$ cat config.mk
export PLATFORM = sky130hd
export DESIGN_NAME = finger_count_encoder
export DESIGN_NICKNAME = d
export VERILOG_FILES = /design/src/rtl/finger_count_encoder.sv
export SDC_FILE = /design/constraint.sdc
export NUM_CORES = 1
export LEC_CHECK = 0
export CAP_MARGIN = 20
export CORE_MARGIN = 5
export CORE_UTILIZATION = 47
export CTS_CLUSTER_DIAMETER = 120
export DETAILED_ROUTE_END_ITERATION = 6
export PLACE_DENSITY = 0.84
export SYNTH_ARGS = -nofsm -noshare
export SYNTH_HDL_FRONTEND = slang
export SYNTH_SLANG_ARGS = --single-unit
$ cat constraint.sdc
create_clock -name clk -period 1.4 [get_ports clk]
set_input_delay 0.35 -clock clk [delete_from_list [all_inputs] [get_ports clk]]
set_output_delay 0.35 -clock clk [all_outputs]
set_load 0.005 [all_outputs]
$ cat src/rtl/finger_count_encoder.sv
// finger_count_encoder
//
// Turns a number into a 5-bit hand-state pattern (bit0 = thumb .. bit4 = little finger).
// The fingers are raised one at a time, lowest first, every STEP_CYCLES cycles. The
// finished pattern is then held with o_hs_valid high for HOLD_CYCLES cycles, and o_done
// pulses for one cycle.
//
// Ports:
//   clk        in   system clock, rising edge
//   rst_n      in   asynchronous active-low reset
//   i_valid    in   request strobe, accepted while o_ready is high
//   o_ready    out  high only in IDLE (decoded from state)
//   i_num      in   [3:0] number to show
//   i_mode     in   0 = unary (num raised fingers, num <= 5), 1 = binary pattern
//   i_abort    in   synchronous cancel of a running request
//   o_hs       out  [4:0] hand-state pattern
//   o_hs_valid out  high while the final pattern is held
//   o_done     out  one-cycle completion pulse
//   o_err      out  one-cycle pulse after a rejected (unary, num > 5) request

module finger_count_encoder #(
    parameter int unsigned STEP_CYCLES = 4,
    parameter int unsigned HOLD_CYCLES = 8
) (
    input  logic       clk,
    input  logic       rst_n,
    input  logic       i_valid,
    output logic       o_ready,
    input  logic [3:0] i_num,
    input  logic       i_mode,
    input  logic       i_abort,
    output logic [4:0] o_hs,
    output logic       o_hs_valid,
    output logic       o_done,
    output logic       o_err
);

    localparam int unsigned STEP_W = (STEP_CYCLES > 1) ? $clog2(STEP_CYCLES) : 1;
    localparam int unsigned HOLD_W = (HOLD_CYCLES > 1) ? $clog2(HOLD_CYCLES) : 1;
    localparam logic [STEP_W-1:0] STEP_LAST = STEP_W'(STEP_CYCLES - 1);
    localparam logic [HOLD_W-1:0] HOLD_LAST = HOLD_W'(HOLD_CYCLES - 1);

    typedef enum logic [1:0] {
        StIdle,
        StRaise,
        StHold,
        StDone
    } state_e;

    state_e            r_state;
    state_e            w_state_d;
    logic [4:0]        r_target;
    logic [4:0]        w_target_d;
    logic [STEP_W-1:0] r_step_cnt;
    logic [STEP_W-1:0] w_step_cnt_d;
    logic [HOLD_W-1:0] r_hold_cnt;
    logic [HOLD_W-1:0] w_hold_cnt_d;
    logic [4:0]        r_hs;
    logic [4:0]        w_hs_d;
    logic              r_hs_valid;
    logic              w_hs_valid_d;
    logic              r_done;
    logic              w_done_d;
    logic              r_err;
    logic              w_err_d;

    logic              w_req_legal;
    logic [4:0]        w_req_target;
    logic [4:0]        w_remain;
    logic [4:0]        w_low_bit;
    logic [4:0]        w_hs_raised;
    logic              w_step_hit;
    logic              w_hold_hit;

    // Request decode: unary is a thermometer code of in_num ones.
    always_comb begin
        w_req_legal  = i_mode | (i_num <= 4'd5);
        w_req_target = 5'b00000;
        if (i_mode) begin
            w_req_target = {1'b0, i_num};
        end else begin
            case (i_num)
                4'd1:    w_req_target = 5'b00001;
                4'd2:    w_req_target = 5'b00011;
                4'd3:    w_req_target = 5'b00111;
                4'd4:    w_req_target = 5'b01111;
                4'd5:    w_req_target = 5'b11111;
                default: w_req_target = 5'b00000;
            endcase
        end
    end

    // Lowest target bit still missing from hs (x & -x isolates the lowest set bit).
    always_comb begin
        w_remain    = r_target & ~r_hs;
        w_low_bit   = w_remain & (~w_remain + 5'd1);
        w_hs_raised = r_hs | w_low_bit;
        w_step_hit  = (r_step_cnt == STEP_LAST);
        w_hold_hit  = (r_hold_cnt == HOLD_LAST);
    end

    // State and output registers.
    always_ff @(posedge clk or negedge rst_n) begin
        if (!rst_n) begin
            r_state    <= StIdle;
            r_target   <= 5'b00000;
            r_step_cnt <= '0;
            r_hold_cnt <= '0;
            r_hs       <= 5'b00000;
            r_hs_valid <= 1'b0;
            r_done     <= 1'b0;
            r_err      <= 1'b0;
        end else begin
            r_state    <= w_state_d;
            r_target   <= w_target_d;
            r_step_cnt <= w_step_cnt_d;
            r_hold_cnt <= w_hold_cnt_d;
            r_hs       <= w_hs_d;
            r_hs_valid <= w_hs_valid_d;
            r_done     <= w_done_d;
            r_err      <= w_err_d;
        end
    end

    // Next-state logic; abort overrides every transition outside IDLE.
    always_comb begin
        w_state_d = r_state;
        if ((r_state != StIdle) && i_abort) begin
            w_state_d = StIdle;
        end else begin
            unique case (r_state)
                StIdle: begin
                    if (i_valid && w_req_legal) begin
                        w_state_d = (w_req_target == 5'b00000) ? StHold : StRaise;
                    end
                end
                StRaise: begin
                    if (w_step_hit && (w_hs_raised == r_target)) begin
                        w_state_d = StHold;
                    end
                end
                StHold: begin
                    if (w_hold_hit) begin
                        w_state_d = StDone;
                    end
                end
                StDone:  w_state_d = StIdle;
                default: w_state_d = StIdle;
            endcase
        end
    end

    // Datapath / registered-output next values. Flags are derived from the next state so
    // that they line up with the state they describe.
    always_comb begin
        w_target_d   = r_target;
        w_step_cnt_d = '0;
        w_hold_cnt_d = '0;
        w_hs_d       = r_hs;
        w_err_d      = 1'b0;

        unique case (r_state)
            StIdle: begin
                w_hs_d = 5'b00000;
                if (i_valid) begin
                    if (w_req_legal) begin
                        w_target_d = w_req_target;
                    end else begin
                        w_err_d = 1'b1;
                    end
                end
            end
            StRaise: begin
                if (w_step_hit) begin
                    w_hs_d = w_hs_raised;
                end else begin
                    w_step_cnt_d = r_step_cnt + 1'b1;
                end
            end
            StHold: begin
                w_hs_d       = r_target;
                w_hold_cnt_d = r_hold_cnt + 1'b1;
            end
            StDone: begin
                w_hs_d = r_target;
            end
            default: begin
                w_hs_d = 5'b00000;
            end
        endcase

        // Leaving for IDLE (done or abort) drops the hand and clears the counters.
        if (w_state_d == StIdle) begin
            w_hs_d = 5'b00000;
        end
        if (w_state_d != StRaise) begin
            w_step_cnt_d = '0;
        end
        if (w_state_d != StHold) begin
            w_hold_cnt_d = '0;
        end

        w_hs_valid_d = (w_state_d == StHold);
        w_done_d     = (w_state_d == StDone);
    end

    always_comb begin
        o_ready    = (r_state == StIdle);
        o_hs       = r_hs;
        o_hs_valid = r_hs_valid;
        o_done     = r_done;
        o_err      = r_err;
    end

endmodule

---- Word-level counts from Yosys, hierarchy flattened ----
Index checks and enable logic that the tools add are counted.
word-level totals
  flip-flop bits (word level) ............. 20
  bits of input ports ..................... 9
  logic and storage cells ................. 62
operators by class
  add/sub/neg operators ................... 3
  order comparisons ....................... 1
  eq/ne operators ......................... 16
  multiplexer cells ....................... 19
  bitwise logic cells ..................... 6
  reductions and logical operators ........ 9
operators by type and width
  kind                 count
  $pmux 5 s5           1
  $mux 2               8
  $mux 5               3
  $pmux 5 s3           1
  $and 5x5->5          2
  $eq 2x2->1 const B   5
  $not 5->5            2
  $eq 4x2->1 const B   2
  $eq 4x3->1 const B   2
  $pmux 2 s4           1
  $mux 3               2
  $add 5x1->5 const B  1
  $eq 5x5->1           1
  $logic_not 5->1      1
  $or 5x5->5           1
  $eq 4x1->1 const B   1
  $le 4x3->1 const B   1
  $logic_not 2->1      2
  $add 3x1->3 const B  1
  $eq 3x3->1 const B   1
  $logic_and 1x1->1    3
  $mux 1               3
  $ne 3x3->1 const B   1
  $reduce_and 3->1     1
  other kinds (7)      7

---- Logic depth before layout (Yosys ltp) ----
Gate-level depths: netlist (run 1).
  word-level depth ........................ 13
  mapped depth ............................ 6
  mapped depth without buffers ............ 5

---- Worst setup path before layout (run 1) ----
No wires, ideal clock.
  path kind ............................... register -> register
  start point ............................. register r_step_cnt[0]
  end point ............................... register r_state[0]
  arrival ................................. 1.336 ns
  data required time ...................... 1.279 ns
  slack ................................... -0.057 ns
  cell stages (with the launch flop) ...... 6
  path through ............................ dfrtp_1 -> ha_1 -> o211ai_4 -> a2111oi_4 -> nand3_1 -> a22o_1
on the way
  word-level cells in the longest chain between the ends .. 5
RTL lines
  what                      line  RTL
  start: declaration        54    logic [STEP_W-1:0] r_step_cnt;
  start signal: assignment  116   r_step_cnt <= w_step_cnt_d;
  $eq 2x2->1                98    w_step_hit = (r_step_cnt == STEP_LAST);
  $logic_and 1x1->1         138   if (w_step_hit && (w_hs_raised == r_target)) begin
  $mux 2                    138
  $pmux 2 s4                131   unique case (r_state)
  $mux 2                    128   if ((r_state != StIdle) && i_abort) begin
  net w_state_d[0]          51    state_e w_state_d;
  end signal: assignment    105   r_state <= StIdle;
  end signal: assignment    114   r_state <= w_state_d;
  end: declaration          50    state_e r_state;
The timed path passes the listed nets, and every way through them passes these cells.
A chain may end at the register's enable or synchronous reset.

---- Worst setup path in the final report (run 1) ----
  start point ............................. register r_hs[1], in the netlist o_hs[1]
  end point ............................... register r_state[0]
on the way
  word-level cells in the longest chain between the ends .. 11
RTL lines
  what                      line  RTL
  start: declaration        58    logic [4:0] r_hs;
  start signal: assignment  118   r_hs <= w_hs_d;
  $not 5->5                 95    w_remain = r_target & ~r_hs;
  $and 5x5->5               95
  $not 5->5                 96    w_low_bit = w_remain & (~w_remain + 5'd1);
  $add 5x1->5               96
  $and 5x5->5               96
  $or 5x5->5 *              97    w_hs_raised = r_hs | w_low_bit;
  $eq 5x5->1 *              138
  $logic_and 1x1->1 *       138
  $mux 2 *                  138
  $pmux 2 s4 *              131
  $mux 2 *                  128
  net w_state_d[0]          51
Mark *: on every way through the listed nets, which the timed path passes. The rest lies on a longest branch.

==> impl_metrics.csv, run 1 <==
group,metric,value,unit
power_and_ir_drop,leakage,0.841,nW
layout,finalNetCount,186,
grt,antenna_found_initial,0,
sta,rsz0062_at_grt,"true",
detailed_routing,vias,1179,
worst_setup_path,cpMaxStageDelayCell,"a2111oi_4",
worst_setup_path,reg2reg_from,"o_hs[1]",
layout,final_core_utilization,78.0,%
placement,place_congestion,0.931,
detailed_routing,ant_nets,0,
sta,worstMarginPinSlew,0.512,ns
placement,postPlaceCellArea,1500,um2
cts,cts-buffers-inserted,3,
status,outcome,"finished, violations left",
sta,final_max_slew_viol_count,0,
cts,clock_sinks,20,
layout,drive_above_1_share,38.2,%
floorplan,boundaryPins,18,
power_and_ir_drop,power_density,1480,nW/um2
worst_setup_path,critPathLaunch,"o_hs[1]",
worst_setup_path,cp_slowest_stage_delay,0.41,ns
grt,track_usage,20.4,%
worst_setup_path,start_kind,"flop",
sta,setup_viol,5,
cts,clk_pin_slew,0.11,ns
worst_setup_path,critPathMaxFanout,3,
cts,h-tree-depth,1,
layout,multi_input_area,658,um2
grt,grt_pass1_wl,5.32,mm
detailed_routing,drc,0,
grt,grt_max_degree,21,
grt,grt_pass1_vias,1188,
logic_synthesis,ys_ff_latch,20,
layout,diodes,0,
logic_synthesis,ys_seq_area_share,45.1,%
detailed_routing,totalWireLength,3.45,mm
worst_setup_path,cp-end-kind,"flop",
floorplan,start_util,49.7,%
logic_synthesis,synth_area_leaders,"dfrtp_1, a21oi_1, nor2_1, ha_1, nor2b_1",
logic_synthesis,synth_cell_type_count,30,
sta,min_period,1.64,ns
sta,layout_setup_ws,-0.238,ns
cts,clockBufferDepth,2,
sta,setup_tns,-0.849,ns
worst_setup_path,required,1.61,ns
min_path,hp-start,"i_mode",
floorplan,die_area,3430,um2
cts,insertion_delay,0.30,ns
layout,area_delta_synth_final,57.0,%
placement,place_ws,-0.421,ns
power_and_ir_drop,peakVddDrop,1.15,mV
placement,post-dp-hpwl,2.04,mm
logic_synthesis,synth_top_area_share,45.1,%
floorplan,coreArea,2230,um2
logic_synthesis,synth_nets,131,
sta,finalHoldViolCount,0,
sta,slew-limit-headroom,65.7,%
detailed_routing,via_per_inst,5.87,
floorplan,die_y,58.6,um
min_path,min_path_type,"in -> reg",
worst_setup_path,critical_path_arrival,1.84,ns
worst_setup_path,path_cells,"buf_4 > nand2b_4 > a21oi_4 > a2111oi_4 > nand3_1 > a22o_1",
logic_synthesis,yosysWarnings,0,
layout,stdcell_area,1740,um2
cts,root_buffer,"clkbuf_4",
floorplan,die_w,58.6,um
detailed_routing,drt-wirelength-per-cell,17.2,um
floorplan,num_rows,17,
sta,finalCritPeriodShare,117,%
logic_synthesis,synth_area,1110,um2
logic_synthesis,netlist.top_cell.by_area,"dfrtp_1",
sta,timing.hold.ws,0.318,ns
detailed_routing,first_pass_iters,4,
status,violations,"setup timing",
job,maxCapViolations,0,
sta,fmax,611,MHz
layout,regArea,500,um2
worst_setup_path,r2r_slack,-0.24,ns
logic_synthesis,synthCells,119,
sta,fin_worst_skew,0.00469,ns
detailed_routing,drtIter0Drc,43,
logic_synthesis,avgSynthCellArea,9.33,um2
placement,portBuffers,17,
worst_setup_path,crit_type,"reg -> reg",
grt,overflow,0,
layout,num-fill-cells,120,
cts,tritoncts,"yes",
sequential cells by signal, indices dropped and copies added (netlist names):
| signal | cells |
|---|---|
| r_step_cnt | 2 |
| o_hs | 5 |
| o_err | 1 |
| o_done | 1 |
| r_hold_cnt | 3 |
| o_hs_valid | 1 |
| r_target | 5 |
| r_state | 2 |
cells in the mapped netlist:
| cell | number |
|---|---|
| a211oi_2 | 1 |
| dfrtp_1 | 20 |
| nand2_1 | 8 |
| nand2b_4 | 1 |
| nor3b_1 | 1 |
| o21ai_0 | 4 |
| inv_1 | 9 |
| ha_1 | 3 |
| nor4bb_1 | 1 |
| buf_2 | 2 |
| and3_1 | 1 |
| a2111oi_4 | 1 |
| clkbuf_1 | 1 |
| a22o_1 | 1 |
| o211ai_1 | 2 |
| nor2_1 | 14 |
| a32o_1 | 1 |
| nor2b_1 | 6 |
| and2_1 | 2 |
| a211oi_1 | 1 |
| a21oi_1 | 12 |
| a22oi_1 | 3 |
| nand2b_1 | 5 |
| nor3_1 | 6 |
| o22ai_1 | 3 |
| a41oi_2 | 1 |
| nor4_1 | 1 |
| nand3_1 | 4 |
| o22a_1 | 3 |
| o211ai_4 | 1 |
where the power goes:
part           switching [mW]  internal (mW)  leakage (nW)
combinational           0.678          0.632         0.550
sequential              0.106          0.690         0.264
clock                   0.179          0.289        0.0279
final cells by class:
class	instances	share of cell area, %
Clock buffer	3	1.29
Clock inverter	1	1.72
Inverter	9	1.94
Multi-Input combinational cell	87	37.8
Sequential cell	20	28.7
Tap cell	28	2.01
Timing Repair Buffer	53	26.6
worst paths after layout:
path | endpoint | depth (start not counted)
worst max-delay path | r_state[0] | 6
worst min-delay path | o_err | 2
worst max register to register | r_state[0] | 6
worst min register to register | r_step_cnt[0] | 1
max in group asynchronous | o_hs[4] | 2
min in group asynchronous | r_target[0] | 2
what timing repair did:
| item | 4_1_cts | 5_1_grt |
|---|---|---|
| setup endpoints to repair | 19 | 16 |
| pin swaps | 6 | 11 |
| gates resized for setup | 25 | 24 |
| hold buffers | 0 | 0 |
| buffers inserted | 7 | 5 |
| cloned | 0 | 0 |
layout by cell type (no fill, tap or decap), types with 5 or more instances in the layout:
master          n
dfrtp_1        20
buf_6           8
inv_1           9
a21oi_1         5
dlygate4sd2_1   6
buf_4          30
a21oi_2         6
nand2_1         7
nor2b_1         6
nor2_1         13
worst max-delay path, delay by kind of cell, from the launching register on:
kind | cells | cell delay [ns]
buffers and inverters | 1 | 0.12
AND/OR/NAND/NOR | 2 | 0.36
flip-flops | 1 | 0.37
AO/OA/AOI/OAI | 3 | 0.69
cell families after synthesis:
family,count (synthesis),share of synthesized area [%]
adder cells (fa/ha/maj),3,3.38
buffers and inverters,12,4.28
AND/OR/NAND/NOR,50,23.2
AO/OA/AOI/OAI,34,24.0
flip-flops,20,45.1
metrics by stage:
stage	power [mW]	std cells
finish	2.58	201
global route	2.74	201
CTS	2.40	197
detailed placement	1.84	186
global placement	1.80	186
floorplan	1.31	119
per-layer routing:
metal	wire [um]	vias to the layer above	global-route usage (%)
li1	-	533	-
met5	0	-	0
met3	180	20	1.97
met1	1270	560	22.1
met4	195	0	10.7
met2	1810	66	38.6
Note: power is estimated with default switching activity, not from simulation.
==> run 2, diff against run 1 <==
- CORE_ASPECT_RATIO: unset -> 1.2
- CORE_MARGIN: 5 -> 1
==> run 2 against run 1 <==
Compared with the run above: the run still ends with setup timing left; sequential power shrank 0.8%; critical path depth unchanged; largest cell class unchanged; final cell count stayed put; combinational power down 9%; count of clock-buffer cells in the layout unchanged; critical endpoint unchanged; via count shrank 5.3%; critical path type unchanged; fmax increased by 7.4%; clock skew fell by 0.0016 ns; flip-flop and latch count unchanged.
==> impl_metrics.csv, run 2 (synthesis results as in run 1) <==
group,metric,value,unit
grt,grt_pass1_vias,1076,
cts,clockBufferDepth,2,
min_path,hp-start,"i_mode",
grt,grt_max_degree,21,
worst_setup_path,critical_path_arrival,1.72,ns
sta,setup_viol,6,
layout,instances_no_fill,201,
sta,finalHoldViolCount,0,
cts,h-tree-depth,1,
sta,min_period,1.52,ns
worst_setup_path,cp-end-kind,"flop",
cts,cts-buffers-inserted,3,
layout,drive_above_1_share,37.4,%
worst_setup_path,start_kind,"flop",
detailed_routing,vias,1117,
detailed_routing,drt-wirelength-per-cell,15.2,um
grt,overflow,0,
worst_setup_path,reg2reg_from,"o_hs[0]",
floorplan,start_util,51.9,%
sta,worstMarginPinSlew,0.500,ns
cts,clock_sinks,20,
layout,finalNetCount,184,
min_path,holdPathStages,2,
detailed_routing,wl_met1,1.24,mm
worst_setup_path,r2r-end,"r_state[0]",
floorplan,boundaryPins,18,
sta,layout_setup_ws,-0.125,ns
detailed_routing,via_per_inst,5.56,
grt,track_usage,24.4,%
power_and_ir_drop,power_density,1440,nW/um2
worst_setup_path,critPathMaxFanout,3,
sta,rsz0062_at_grt,"true",
worst_setup_path,r2r_slack,-0.12,ns
placement,placed_cells,191,
worst_setup_path,crit_type,"reg -> reg",
cts,root_buffer,"clkbuf_4",
layout,num-fill-cells,136,
detailed_routing,ant_nets,0,
detailed_routing,wl_met3,96,um
layout,area_delta_synth_final,52.9,%
grt,antenna_found_initial,0,
cts,postCtsHoldBufs,0,
detailed_routing,drc,0,
floorplan,die_y,55.2,um
sta,fmax,656,MHz
layout,final_cell_mix,"buf_4, dfrtp_1, nor2_1",
status,violations,"setup timing",
detailed_routing,drtIter0Drc,39,
sta,slew-limit-headroom,66.5,%
placement,portBuffers,17,
sta,setup_tns,-0.451,ns
layout,final_core_utilization,79.3,%
power_and_ir_drop,peakVddDrop,0.867,mV
floorplan,die_w,46.4,um
cts,clk_pin_slew,0.11,ns
layout,final_common_cell,"buf_4",
detailed_routing,totalWireLength,3.06,mm
detailed_routing,highest_layer,"met4",
sta,fin_worst_skew,0.00307,ns
status,outcome,"finished, violations left",
job,maxCapViolations,0,
layout,diodes,0,
detailed_routing,first_pass_iters,5,
grt,grt_pass1_wl,4.66,mm
min_path,hold-path-endpoint,"o_err",
cts,tritoncts,"yes",
worst_setup_path,reg2reg_depth,6,
sta,final_max_slew_viol_count,0,
floorplan,num_rows,18,
cts,insertion_delay,0.30,ns
floorplan,die_area,2560,um2
power_and_ir_drop,leakage,0.825,nW
placement,place_congestion,0.855,
min_path,min_path_type,"in -> reg",
sta,finalCritPeriodShare,109,%
detailed_routing,met2_length,1.67,mm
placement,post-dp-hpwl,1.98,mm
worst_setup_path,required,1.60,ns
floorplan,coreArea,2140,um2
-- run 2: cell types whose count changed in the layout (fill, tap and decap cells not counted), moves of 2 or more --
cell | before | now
buf_6 | 8 | 3
nor2_2 | 0 | 2
o21ai_1 | 1 | 4
buf_4 | 30 | 33
o21ai_2 | 2 | 0
-- run 2: final cells by class --
cell class                 count  area (um2)  area share [%]
multi-input combinational     87         643            37.9
sequential                    20         500            29.5
timing repair buffer          51         429            25.3
tap                           30        37.5            2.21
inverter                       9        33.8            1.99
clock inverter                 1        30.0            1.77
clock buffer                   3        22.5            1.33
-- run 2: through the flow --
| stage | total power [mW] | setup slack (ns) | instance area [um2] | hold WS [ns] |
|---|---|---|---|---|
| after CTS | 2.35 | -0.0940 | 1610 | 0.377 |
| after detailed placement | 1.87 | -0.399 | 1530 | 0.442 |
| after floorplan | 1.31 | -0.0262 | 1120 | 0.0544 |
| after global placement | 1.83 | -0.350 | 1530 | 0.425 |
| final | 2.45 | -0.125 | 1700 | 0.312 |
| after global routing | 2.57 | -0.186 | 1700 | 0.319 |
-- run 2: how the worst max path moves through the flow --
stage | to | startpoint | depth (start not counted) | slack, ns
2_1_floorplan | r_state[0] | o_hs[0] | 5 | -0.03
3_3_place_gp | r_state[0] | i_num[3] | 6 | -0.35
3_5_place_dp | r_state[0] | i_num[2] | 6 | -0.40
4_1_cts | r_state[0] | o_hs[0] | 6 | -0.09
5_1_grt | r_state[0] | o_hs[0] | 6 | -0.19
6_report | r_state[0] | o_hs[0] | 6 | -0.12
-- run 2: timing repair --
item                                    4_1_cts  5_1_grt
gates cloned                                  0        0
pin swaps                                     3        7
gates resized for setup                      17       25
buffers inserted                              4        4
endpoints found under the setup margin       15       17
-- run 2: worst max-delay path: stages (launching register included) --
cell and delay [ns]:
dfrtp_1 0.37, buf_4 0.11, nand2b_4 0.14, a21oi_2 0.07
a2111oi_4 0.37, nand3_1 0.16, a22o_1 0.20
-- run 2: report_power, final --
group | switching, mW | internal, mW
clock | 0.178 | 0.289
combinational | 0.609 | 0.581
sequential | 0.100 | 0.690
total | 0.887 | 1.56
-- run 2: per-layer routing --
layer,GRT usage [%],vias up
met1,31.9,547
li1,-,525
met2,39.9,37
met4,10.1,0
met3,1.63,8
met5,0,-
==> run 3, diff against run 2 <==
- CAP_MARGIN: 20 -> 15
- CORE_MARGIN: 1 -> unset
==> results of run 3 <==
No change in the layout: final DEF, timing and power equal those of run 2.
